$ cat src/rtl/seg7_pkg.sv
// rtl/seg7_pkg.sv - shared 7-segment code table, scan FSM states and helpers
//
// Purpose:
//   Constants and helpers shared by the 7-segment encoder and scan decoder.
//   SEG_CODE[n] is the active-high g..a pattern shown for hex nibble n.
//   It holds no ports.

package seg7_pkg;

  typedef enum logic [1:0] {
    HUNT   = 2'd0,
    SETTLE = 2'd1,
    HOLD   = 2'd2
  } state_t;

  localparam logic [15:0][6:0] SEG_CODE = {
    7'h71, 7'h79, 7'h5E, 7'h39, 7'h7C, 7'h77, 7'h6F, 7'h7F,
    7'h07, 7'h7D, 7'h6D, 7'h66, 7'h4F, 7'h5B, 7'h06, 7'h3F
  };

  // Callers zero-extend narrower enable vectors to 8 bits.
  function automatic logic is_onehot(input logic [7:0] v);
    return (v != 8'd0) && ((v & (v - 8'd1)) == 8'd0);
  endfunction

endpackage

$ cat src/rtl/seg7_pattern_decode.sv
// rtl/seg7_pattern_decode.sv - combinational 7-segment pattern to hex nibble
//
// Purpose:
//   Reverse lookup of a segment pattern in SEG_CODE. An unknown pattern
//   returns nibble 0 with o_err set.
// Ports:
//   i_seg     in   7   segment pattern, bit0=a .. bit6=g
//   o_nibble  out  4   decoded hex value
//   o_err     out  1   pattern is not in the code table

module seg7_pattern_decode
  import seg7_pkg::*;
(
  input  logic [6:0] i_seg,
  output logic [3:0] o_nibble,
  output logic       o_err
);

  always_comb begin
    o_nibble = 4'd0;
    o_err    = 1'b1;
    for (int k = 0; k < 16; k++) begin
      if (i_seg == SEG_CODE[k]) begin
        o_nibble = 4'(k);
        o_err    = 1'b0;
      end
    end
  end

endmodule

$ cat src/rtl/seg7_scan_decoder.sv
// rtl/seg7_scan_decoder.sv - multiplexed 7-segment scan receiver and frame assembler
//
// Purpose:
//   Synchronises the segment lines and the one-hot digit enables.
//   Waits until the active digit's pattern has been stable for STABLE_CNT samples.
//   Decodes the pattern into the slot for that digit.
//   Publishes the whole word once every digit has been captured.
// Ports:
//   clk          in   1          system clock
//   rst_n        in   1          asynchronous active-low reset
//   seg_in       in   7          segments, active-high, bit0=a .. bit6=g
//   dig_en       in   DIGITS     digit enables, expected one-hot
//   value        out  4*DIGITS   decoded word, digit i in [4i+3:4i]
//   value_valid  out  1          one-cycle pulse when value/digit_err update
//   digit_err    out  DIGITS     per-digit unknown-pattern flags for the frame
//   frame_err    out  1          OR of digit_err

module seg7_scan_decoder
  import seg7_pkg::*;
#(
  parameter int DIGITS     = 4,
  parameter int STABLE_CNT = 4
) (
  input  logic                  clk,
  input  logic                  rst_n,
  input  logic [6:0]            seg_in,
  input  logic [DIGITS-1:0]     dig_en,
  output logic [4*DIGITS-1:0]   value,
  output logic                  value_valid,
  output logic [DIGITS-1:0]     digit_err,
  output logic                  frame_err
);

  localparam logic [7:0] CNT_FULL = 8'(STABLE_CNT);
  localparam logic [7:0] CNT_LAST = 8'(STABLE_CNT - 1);

  // Two-flop synchronisers
  logic [6:0]          r_seg_s1, r_seg_s2;
  logic [DIGITS-1:0]   r_dig_s1, r_dig_s2;

  // Scan FSM
  state_t              r_state;
  logic [7:0]          r_cnt;
  logic [6:0]          r_lat_seg;
  logic [DIGITS-1:0]   r_lat_dig;

  // Slot register file and frame assembly
  logic [4*DIGITS-1:0] r_slot_val;
  logic [DIGITS-1:0]   r_slot_err;
  logic [DIGITS-1:0]   r_captured;
  logic                r_frame_done;

  // Registered outputs
  logic [4*DIGITS-1:0] r_value;
  logic                r_value_valid;
  logic [DIGITS-1:0]   r_digit_err;
  logic                r_frame_err;

  logic [3:0]          w_nibble;
  logic                w_err;
  logic                w_onehot;
  logic                w_same;
  logic                w_capture;
  logic [DIGITS-1:0]   w_cap_mask;
  logic [DIGITS-1:0]   w_mask_next;
  logic [DIGITS-1:0]   w_err_next;
  logic                w_frame_last;

  seg7_pattern_decode u_decode (
    .i_seg    (r_lat_seg),
    .o_nibble (w_nibble),
    .o_err    (w_err)
  );

  assign w_onehot  = is_onehot(8'(r_dig_s2));
  assign w_same    = (r_dig_s2 == r_lat_dig) && (r_seg_s2 == r_lat_seg);
  assign w_capture = (r_state == SETTLE) && w_same && (r_cnt == CNT_LAST);
  // The latched enable is one-hot whenever the FSM is in SETTLE.
  assign w_cap_mask = w_capture ? r_lat_dig : '0;

  // The cycle that publishes a frame also clears the mask and the error bits.
  // A capture in that same cycle therefore belongs to the next frame.
  assign w_mask_next  = (r_frame_done ? '0 : r_captured) | w_cap_mask;
  assign w_err_next   = ((r_frame_done ? '0 : r_slot_err) & ~w_cap_mask)
                      | (w_cap_mask & {DIGITS{w_err}});
  assign w_frame_last = w_capture && (w_mask_next == {DIGITS{1'b1}});

  always_ff @(posedge clk or negedge rst_n) begin
    if (!rst_n) begin
      r_seg_s1 <= '0;
      r_seg_s2 <= '0;
      r_dig_s1 <= '0;
      r_dig_s2 <= '0;
    end else begin
      r_seg_s1 <= seg_in;
      r_seg_s2 <= r_seg_s1;
      r_dig_s1 <= dig_en;
      r_dig_s2 <= r_dig_s1;
    end
  end

  always_ff @(posedge clk or negedge rst_n) begin
    if (!rst_n) begin
      r_state   <= HUNT;
      r_cnt     <= '0;
      r_lat_seg <= '0;
      r_lat_dig <= '0;
    end else begin
      case (r_state)
        HUNT: begin
          if (w_onehot) begin
            r_lat_seg <= r_seg_s2;
            r_lat_dig <= r_dig_s2;
            r_cnt     <= 8'd1;
            r_state   <= SETTLE;
          end else begin
            r_cnt <= '0;
          end
        end
        SETTLE: begin
          if (w_same) begin
            if (r_cnt == CNT_LAST) begin
              r_cnt   <= CNT_FULL;
              r_state <= HOLD;
            end else begin
              r_cnt <= r_cnt + 8'd1;
            end
          end else if (w_onehot) begin
            r_lat_seg <= r_seg_s2;
            r_lat_dig <= r_dig_s2;
            r_cnt     <= 8'd1;
          end else begin
            r_cnt   <= '0;
            r_state <= HUNT;
          end
        end
        HOLD: begin
          if (!w_same) begin
            if (w_onehot) begin
              r_lat_seg <= r_seg_s2;
              r_lat_dig <= r_dig_s2;
              r_cnt     <= 8'd1;
              r_state   <= SETTLE;
            end else begin
              r_cnt   <= '0;
              r_state <= HUNT;
            end
          end
        end
        default: begin
          r_cnt   <= '0;
          r_state <= HUNT;
        end
      endcase
    end
  end

  always_ff @(posedge clk or negedge rst_n) begin
    if (!rst_n) begin
      r_slot_val   <= '0;
      r_slot_err   <= '0;
      r_captured   <= '0;
      r_frame_done <= 1'b0;
    end else begin
      for (int i = 0; i < DIGITS; i++) begin
        if (w_cap_mask[i]) begin
          r_slot_val[4*i +: 4] <= w_nibble;
        end
      end
      r_slot_err   <= w_err_next;
      r_captured   <= w_mask_next;
      r_frame_done <= w_frame_last;
    end
  end

  always_ff @(posedge clk or negedge rst_n) begin
    if (!rst_n) begin
      r_value       <= '0;
      r_value_valid <= 1'b0;
      r_digit_err   <= '0;
      r_frame_err   <= 1'b0;
    end else begin
      r_value_valid <= r_frame_done;
      if (r_frame_done) begin
        r_value     <= r_slot_val;
        r_digit_err <= r_slot_err;
        r_frame_err <= |r_slot_err;
      end
    end
  end

  assign value       = r_value;
  assign value_valid = r_value_valid;
  assign digit_err   = r_digit_err;
  assign frame_err   = r_frame_err;

endmodule
$ cat config.mk
export PLATFORM = sky130hd
export DESIGN_NAME = seg7_scan_decoder
export DESIGN_NICKNAME = d
export VERILOG_FILES = /design/src/rtl/seg7_pkg.sv /design/src/rtl/seg7_pattern_decode.sv /design/src/rtl/seg7_scan_decoder.sv
export SDC_FILE = /design/constraint.sdc
export NUM_CORES = 1
export LEC_CHECK = 0
export BUFFER_PORTS_ARGS = -buffer_cell sky130_fd_sc_hd__buf_2
export CAP_MARGIN = 25
export CORE_AREA = 2 2 90 92
export DETAILED_ROUTE_END_ITERATION = 12
export DIE_AREA = 0 0 92 94
export PLACE_DENSITY = 0.72
export SYNTH_ARGS = -nofsm -noshare
export SYNTH_HDL_FRONTEND = slang
export SYNTH_SLANG_ARGS = --single-unit
$ cat constraint.sdc
create_clock -name clk -period 6.18 [get_ports clk]
set_input_delay 0.618 -clock clk [delete_from_list [all_inputs] [get_ports clk]]
set_output_delay 0.618 -clock clk [all_outputs]
set_load 0.02 [all_outputs]
==> flow_summary.ini, run 1 <==
[outcome]
outcome = finished, final reports clean

[clock_network]
hold_buffers = 0
cts.clk_slew.worst_paths_ns = 0.10
insertion_delay_ns = 0.36
post-cts-setup-buffers = 0
cts.sinks = 90
cts-htree-levels = 3
cts_resized = 0
clk_path_buf_depth = 2
root_buffer = clkbuf_8
cts_tree = yes
cts_buffers = 9

[pwr]
switchingPower_mw = 0.481
cell_internal_pwr_mw = 0.966
pwr-share-comb_pct = 20.2
peakVddDrop_mv = 0.186
p_sw_share_pct = 33.3
clockPowerShare_pct = 28.0
p_leak_nw = 2.17
finalPower_mw = 1.45
seq_power_share_pct = 51.9
p_per_area_nw_per_um2 = 321

[sta]
finalCritPeriodShare_pct = 46.1
final_hold_viol_count = 0
rsz0062_at_grt = no
min_period_ns = 2.85
fin_tns_setup_ns = 0
slew_viol_final = 0
worst_pin_slew_ns = 0.897
finalSetupViolations = 0
clock.fmax_mhz = 351
skew_ns = 0.0104
slew_headroom_pct = 39.9

[cells_and_area]
final_common_cell = dfrtp_1
final_cell_mix = dfrtp_1, mux2_2, buf_2
diodes = 0
final_nets = 376
drive_gt1_share_pct = 28.4
final_util_pct = 59.3
syn_to_final_growth_pct = 11.6
fillers = 642

[floorplan]
die_h_um = 94
num_rows = 32
fp.dieW_um = 92
fp.dieArea_um2 = 8650
initial_core_util_pct = 53.2
placeableCoreArea_um2 = 7610
io_pins = 35

[critical_path]
cpMaxStageDelayCell = nor3_2
crit_path_start_kind = flop
worstPathRequired_ns = 6.42
worstSetupPathType = reg -> reg
cp_cell_sequence = xnor2_1 > nand4_1 > nor3_2 > a211o_1 > mux2_2
worstPathArrival_ns = 3.09
cp_top_family = simple AND/OR/NAND/NOR gates
crit_fanout = 17
cpPeakStageDelay_ns = 0.79
cp-end-kind = flop
worst-path-buf-inv = 0

[global_route]
grt.overflow.total = 0
grt_pass1_vias = 2537
grt_max_degree = 53
grt_antenna_before_repair = 0
grt_pass1_wl_mm = 12.2
grtUsageTotal_pct = 18.2

[flow_run]
drv_cap = 0

[detailed_routing]
drtIter0Drc = 117
drc = 0
routed_wl_mm = 7.06
firstDrtPassIters = 4
via_per_inst = 5.55
wire_per_inst_um = 15.2
vias = 2581
final_antenna_net_count = 0

[placement]
post-dp-hpwl_mm = 4.94
io_buffers = 34
gp_congestion = 0.803

[synthesis]
synth_top_cell_area_share_pct = 55.7
syn_inst = 327
synth_nets = 345
synth_seq_cells = 90
synth_top_area_cell = dfrtp_1
synth-seq-area-share_pct = 55.7
synth_flop_cell = dfrtp_1
synth-edff-count = 0
avgSynthCellArea_um2 = 12.4
synthTopCellsByArea = dfrtp_1, mux2_2, xnor2_1, mux2_1, a21oi_1
yosys_warnings = 0
synth_cell_types = 56
async_reset_ff_share_pct = 100
synth_area_um2 = 4050

[worst_hold_path]
min_path_type = in -> async
## sequential cells by signal, indices dropped and copies added, names as in the netlist
name          cells
digit_err         4
r_lat_seg         7
r_slot_err        4
value_valid       1
value            16
r_slot_val       16
r_seg_s2          7
r_captured        4
r_dig_s2          4
r_cnt             8
r_lat_dig         4
r_dig_s1          4
r_frame_done      1
r_state           2
r_seg_s1          7
frame_err         1
## cell families (layout without fill, tap and decap cells)
family / Yosys count / in the layout / synth area share (%)
DFF: 90 / 90 / 55.7
adders and majority gates: 5 / 5 / 1.55
and+or+nand+nor: 87 / 87 / 14.4
AOI/OAI and AO/OA: 50 / 50 / 7.95
muxes: 54 / 54 / 14.8
buffers and inverters: 28 / 64 / 2.85
xor gates and xnor gates: 13 / 13 / 2.81
## synth_stat cells, types with 3 or more instances
cell type / count
o21ai_0: 12
nor2_1: 9
clkbuf_1: 11
buf_2: 5
nand3b_1: 3
nand3_1: 10
o2111ai_1: 3
ha_1: 5
nand2b_1: 10
nand2_1: 7
or3_1: 3
mux2_1: 9
dfrtp_1: 90
nor2b_1: 7
inv_1: 11
mux2_2: 38
mux2i_1: 7
nor4_1: 3
nand4_1: 6
nor3_1: 3
xnor2_1: 12
o22ai_1: 3
o211ai_1: 6
a21oi_1: 14
## metrics by stage
step                cell area (um2)  setup slack (ns)  hold WS (ns)  std cells
floorplan                      4050              4.18         0.322        327
global placement               4290              3.45         0.333        448
detailed placement             4290              3.35         0.336        448
CTS                            4490              3.34         0.204        464
global route                   4510              3.15         0.229        465
finish                         4510              3.33         0.200        465
## routing by layer
metal | wire length (um) | track usage (%)
met4 | 84 | 5.97
met1 | 3400 | 24.2
met3 | 239 | 5.54
met5 | 0 | 0
met2 | 3340 | 28.7
## path summary, 6_finish.rpt
kind / depth (start not counted) / end / slack [ns] / from
max: 5 / r_lat_dig[2] / 3.33 / r_lat_seg[4]
max in group asynchronous: 2 / value[4] / 4.97 / rst_n
max reg2reg: 5 / r_lat_dig[2] / 3.33 / r_lat_seg[4]
min in group clk: 0 / r_dig_s2[0] / 0.35 / r_dig_s1[0]
min: 1 / r_cnt[4] / 0.20 / rst_n
min reg2reg: 0 / r_dig_s2[0] / 0.35 / r_dig_s1[0]
## layout make-up
type                            instances  area (um2)  share of cell area (%)
Timing Repair Buffer                   37         215                    4.77
Tap cell                              102         128                    2.83
Multi-Input combinational cell        209        1680                    37.2
Inverter                               11        41.3                   0.915
Clock buffer                            9         124                    2.74
Clock inverter                          7        76.3                    1.69
Sequential cell                        90        2250                    49.9
## power by group through the flow
stage | Combinational [mW] | Clock (mW) | Sequential (mW)
6_report | 0.292 | 0.405 | 0.751
5_1_grt | 0.333 | 0.446 | 0.768
4_1_cts | 0.294 | 0.419 | 0.750
3_5_place_dp | 0.293 | 0 | 0.762
3_3_place_gp | 0.288 | 0 | 0.763
2_1_floorplan | 0.306 | 0 | 0.679
(Power assumes the default switching activity.)
==> run 2, diff against run 1 <==
Settings changed: CORE_AREA 2 2 90 92 to 2 2 91 93, DIE_AREA 0 0 92 94 to 0 0 93 95, PLACE_DENSITY 0.72 to 0.73.
Clock period 6.18 ns to 2.5 ns, I/O delays scaled along.
==> flow_summary.ini, run 2 (synthesis gave the netlist of run 1 again) <==
[critical_path]
worstPathRequired_ns = 2.81
crit_path_start_kind = flop
cp-end-kind = flop
worstPathArrival_ns = 2.54
cp_cell_sequence = ha_1 > or4b_4 > nor3_2 > or4b_1 > a31oi_1 > a221o_1
cpMaxStageDelayCell = or4b_4
crit_fanout = 5
rr_worst_depth = 6
worstSetupPathType = reg -> reg
cpPeakStageDelay_ns = 0.53

[pwr]
finalPower_mw = 3.63
p_per_area_nw_per_um2 = 779
peakVddDrop_mv = 0.567
p_leak_nw = 2.24

[global_route]
use_met3_pct = 4.63
grt_pass1_wl_mm = 12.6
grt_max_degree = 48
grtUsageMet1_pct = 24.9
grtUsageTotal_pct = 18.3
grt.met2_usage_pct = 28.5
top_usage_layer = met2
grt_antenna_before_repair = 0
grt.overflow.total = 0
grt_pass1_vias = 2620

[placement]
io_buffers = 34
place_ws_ns = 0.307
gp_congestion = 0.889
place_area_um2 = 4350
post-dp-hpwl_mm = 4.97

[detailed_routing]
via_per_inst = 5.48
wire_per_inst_um = 15.0
drtIter0Drc = 188
routed_wl_mm = 7.26
firstDrtPassIters = 4
drc = 0
vias = 2658
final_antenna_net_count = 0

[flow_run]
drv_cap = 0

[cells_and_area]
diodes = 0
final_nets = 393
multi_input_area_um2 = 1680
final_common_cell = dfrtp_1
syn_to_final_growth_pct = 15.3
fin_area_um2 = 4670
final_cell_mix = dfrtp_1, mux2_2, buf_2
ff_latch_area_um2 = 2250
drive_gt1_share_pct = 28.4
fillers = 654

[sta]
skew_ns = 0.0146
slew_headroom_pct = 63.2
timing.final.ws_setup_ns = 0.266
rsz0062_at_grt = no
slew_viol_final = 0
final_hold_viol_count = 0
fin_tns_setup_ns = 0
worst_pin_slew_ns = 0.551
finalCritPeriodShare_pct = 89.4
clock.fmax_mhz = 448
hold_slack_ns = 0.353
finalSetupViolations = 0
min_period_ns = 2.23

[outcome]
outcome = finished, final reports clean

[floorplan]
die_h_um = 95
num_rows = 33
fp.dieW_um = 93
initial_core_util_pct = 51.0
fp.dieArea_um2 = 8840
placeableCoreArea_um2 = 7930
io_pins = 35

[clock_network]
cts_tree = yes
root_buffer = clkbuf_8
cts_buffers = 9
cts-htree-levels = 3
clk_path_buf_depth = 2
insertion_delay_ns = 0.37
cts.sinks = 90
cts.clk_slew.worst_paths_ns = 0.10

[worst_hold_path]
min_path_type = reg -> reg
holdPathStages = 0
-- run 2: power breakdown --
group	switching [mW]	total, mW	leakage [nW]	internal, mW
Clock	0.585	0.976	0.0942	0.392
Sequential	0.170	1.74	1.18	1.57
Combinational	0.511	0.915	0.964	0.405
-- run 2: path summary, 6_finish.rpt --
| kind | slack, ns | from | end |
|---|---|---|---|
| max reg2reg | 0.27 | r_cnt[0] | r_state[0] |
| min | 0.35 | r_dig_s1[2] | r_dig_s2[2] |
| max in group asynchronous | 1.46 | rst_n | r_slot_val[8] |
| max | 0.27 | r_cnt[0] | r_state[0] |
| min in group asynchronous | 0.41 | rst_n | r_cnt[0] |
| min reg2reg | 0.35 | r_dig_s1[2] | r_dig_s2[2] |
-- run 2: repair_timing --
item                      CTS  global route
gates resized for setup     0             0
buffers inserted            0             0
hold buffers               12             0
hold endpoints to repair   54             0
-- run 2: metal layers --
layer,up-vias,wire (um)
li1,1271,-
met2,56,3490
met4,0,80
met3,7,299
met1,1324,3400
met5,-,0
-- run 2: per-stage QoR --
| stage | utilization, % | instances |
|---|---|---|
| 6_report | 58.9 | 485 |
| 5_1_grt | 58.9 | 485 |
| 4_1_cts | 58.9 | 485 |
| 3_5_place_dp | 54.8 | 457 |
| 3_3_place_gp | 54.8 | 457 |
| 2_1_floorplan | - | 327 |
-- run 2: area by class of cell --
cell class	count	share of cell area, %
clock buffers	9	2.65
flip-flops and latches	90	48.3
clock inverters	7	1.58
well taps	105	2.82
inverters	11	0.885
multi-input cells	209	36.0
repair buffers	54	7.83
-- run 2: critical path: cells and delay by family, from the launching register on --
kind | cells | cell delay [ns]
DFF | 1 | 0.41
adders and majority gates | 1 | 0.23
AOI/OAI and AO/OA | 2 | 0.35
and+or+nand+nor | 3 | 1.17
==> run 3, diff against run 2 <==
Settings changed: CAP_MARGIN 25 to 20, CORE_AREA 2 2 91 93 to 2 2 90 92, DIE_AREA 0 0 93 95 to 0 0 92 94, PLACE_DENSITY 0.73 to 0.72, TNS_END_PERCENT set to 5.
Clock period 2.5 ns to 2.3 ns, I/O delays scaled along.
==> flow_summary.ini, run 3 (synthesis gave the netlist of run 1 again) <==
[outcome]
outcome = finished, final reports clean

[pwr]
p_sw_share_pct = 32.2
pwr-share-comb_pct = 27.8
cell_internal_pwr_mw = 2.83
p_leak_nw = 2.29
seq_power_share_pct = 43.4
peakVddDrop_mv = 0.627
clockPowerShare_pct = 28.8
p_per_area_nw_per_um2 = 881
switchingPower_mw = 1.35

[sta]
slew_viol_final = 0
final_hold_viol_count = 0
rsz0062_at_grt = no
skew_ns = 0.00979
min_period_ns = 2.15
slew_headroom_pct = 56.0
clock.fmax_mhz = 464
finalCritPeriodShare_pct = 93.6
worst_pin_slew_ns = 0.660
fin_tns_setup_ns = 0
timing.final.ws_setup_ns = 0.147
finalSetupViolations = 0
hold_slack_ns = 0.354

[critical_path]
r2r_start = r_cnt[0]
worst-path-buf-inv = 0
worstPathArrival_ns = 2.40
cp-end-kind = flop
cpPeakStageDelay_ns = 0.53
cpMaxStageDelayCell = or4b_4
crit_fanout = 9
worstSetupPathType = reg -> reg
r2r_setup_slack_ns = 0.15
worstPathRequired_ns = 2.55
cp_top_family = simple AND/OR/NAND/NOR gates
cp_cell_sequence = ha_1 > or4b_4 > nor2_8 > nand4_1 > mux2_2
rr_worst_depth = 5
crit_path_start_kind = flop
r2r-end = r_slot_val[14]

[global_route]
grt_max_degree = 53
grt.overflow.total = 0
grt_pass1_wl_mm = 12.7
grt_antenna_before_repair = 0
grt_pass1_vias = 2669
grtUsageTotal_pct = 18.8

[clock_network]
clk_path_buf_depth = 2
cts_tree = yes
cts-htree-levels = 3
root_buffer = clkbuf_8
insertion_delay_ns = 0.36
cts_buffers = 9
cts.clk_slew.worst_paths_ns = 0.09
cts_resized = 0
cts.sinks = 90

[placement]
gp_congestion = 0.908
post-dp-hpwl_mm = 4.97
place_ws_ns = 0.174
io_buffers = 34
place_area_um2 = 4400

[cells_and_area]
final_nets = 400
fillers = 621
ff_latch_area_um2 = 2250
final_common_cell = dfrtp_1
final_cell_mix = dfrtp_1, mux2_2, buf_2
diodes = 0
fin_area_um2 = 4740
syn_to_final_growth_pct = 17.2
multi_input_area_um2 = 1680
drive_gt1_share_pct = 29.7

[worst_hold_path]
holdPathStages = 0
min_to = r_dig_s2[0]
min_path_type = reg -> reg
holdCritStartpoint = r_dig_s1[0]

[floorplan]
placeableCoreArea_um2 = 7610
die_h_um = 94
fp.dieW_um = 92
num_rows = 32
io_pins = 35
fp.dieArea_um2 = 8650
initial_core_util_pct = 53.2

[flow_run]
drv_cap = 0

[detailed_routing]
wire_per_inst_um = 14.9
drc = 0
top_layer_used = met4
vias = 2716
m1WireLength_mm = 3.39
firstDrtPassIters = 4
final_antenna_net_count = 0
routed-wl-met2_mm = 3.50
routed_wl_mm = 7.29
via_per_inst = 5.55
wl_met3_um = 257
drtIter0Drc = 113
-- run 3: changes by cell type in the layout (fill, tap and decap cells not counted) --
cell       delta
clkinv_8      -1
bufinv_16     +2
clkinv_2      +1
inv_8         -2
clkinv_4      -1
buf_4         +7
inv_6         +1
-- run 3: routing by layer --
layer  vias up  global-route usage (%)
met5         -                       0
met4         0                    7.34
met3        13                    4.33
met2        59                    30.0
met1      1351                    25.3
li1       1293                       -
-- run 3: cell type report --
type / instances / area share (%)
Timing Repair Buffer: 61 / 8.81
Clock inverter: 7 / 2.11
Sequential cell: 90 / 47.5
Multi-Input combinational cell: 209 / 35.4
Clock buffer: 9 / 2.61
Inverter: 11 / 0.871
Tap cell: 102 / 2.69
-- run 3: timing repair --
| item | in CTS | in global routing |
|---|---|---|
| hold endpoints to repair | 61 | 0 |
| hold buffers | 12 | 0 |
| setup endpoints to repair | 0 | 0 |
| buffers inserted | 0 | 0 |
-- run 3: worst max path at each step --
stage / slack, ns / startpoint / depth (start not counted) / endpoint
detailed placement: 0.17 / r_cnt[0] / 5 / r_slot_val[14]
floorplan: 0.30 / r_cnt[0] / 6 / r_state[0]
global route: 0.01 / r_cnt[0] / 5 / r_slot_val[14]
finish: 0.15 / r_cnt[0] / 5 / r_slot_val[14]
global placement: 0.22 / r_cnt[0] / 6 / r_state[0]
CTS: 0.13 / r_cnt[0] / 5 / r_slot_val[14]
-- run 3: per-stage QoR --
step | std cells | total power [mW] | utilization, %
CTS | 489 | 4.20 | 62.3
global placement | 461 | 2.93 | 57.8
detailed placement | 461 | 2.98 | 57.8
finish | 489 | 4.18 | 62.3
floorplan | 327 | 2.65 | -
global route | 489 | 4.43 | 62.3
-- run 3: worst reg2reg max path, stage by stage (launching register included) --
cell and delay, ns:
dfrtp_1 0.40, ha_1 0.23, or4b_4 0.53, nor2_8 0.19, nand4_1 0.31, mux2_2 0.38
-- run 3: power by group through the flow --
stage                     Clock [mW]  Sequential [mW]  Combinational, mW
after global routing            1.30             1.83               1.29
after global placement             0             1.84               1.10
final                           1.20             1.81               1.16
after CTS                       1.23             1.82               1.16
after detailed placement           0             1.85               1.14
after floorplan                    0             1.82              0.822
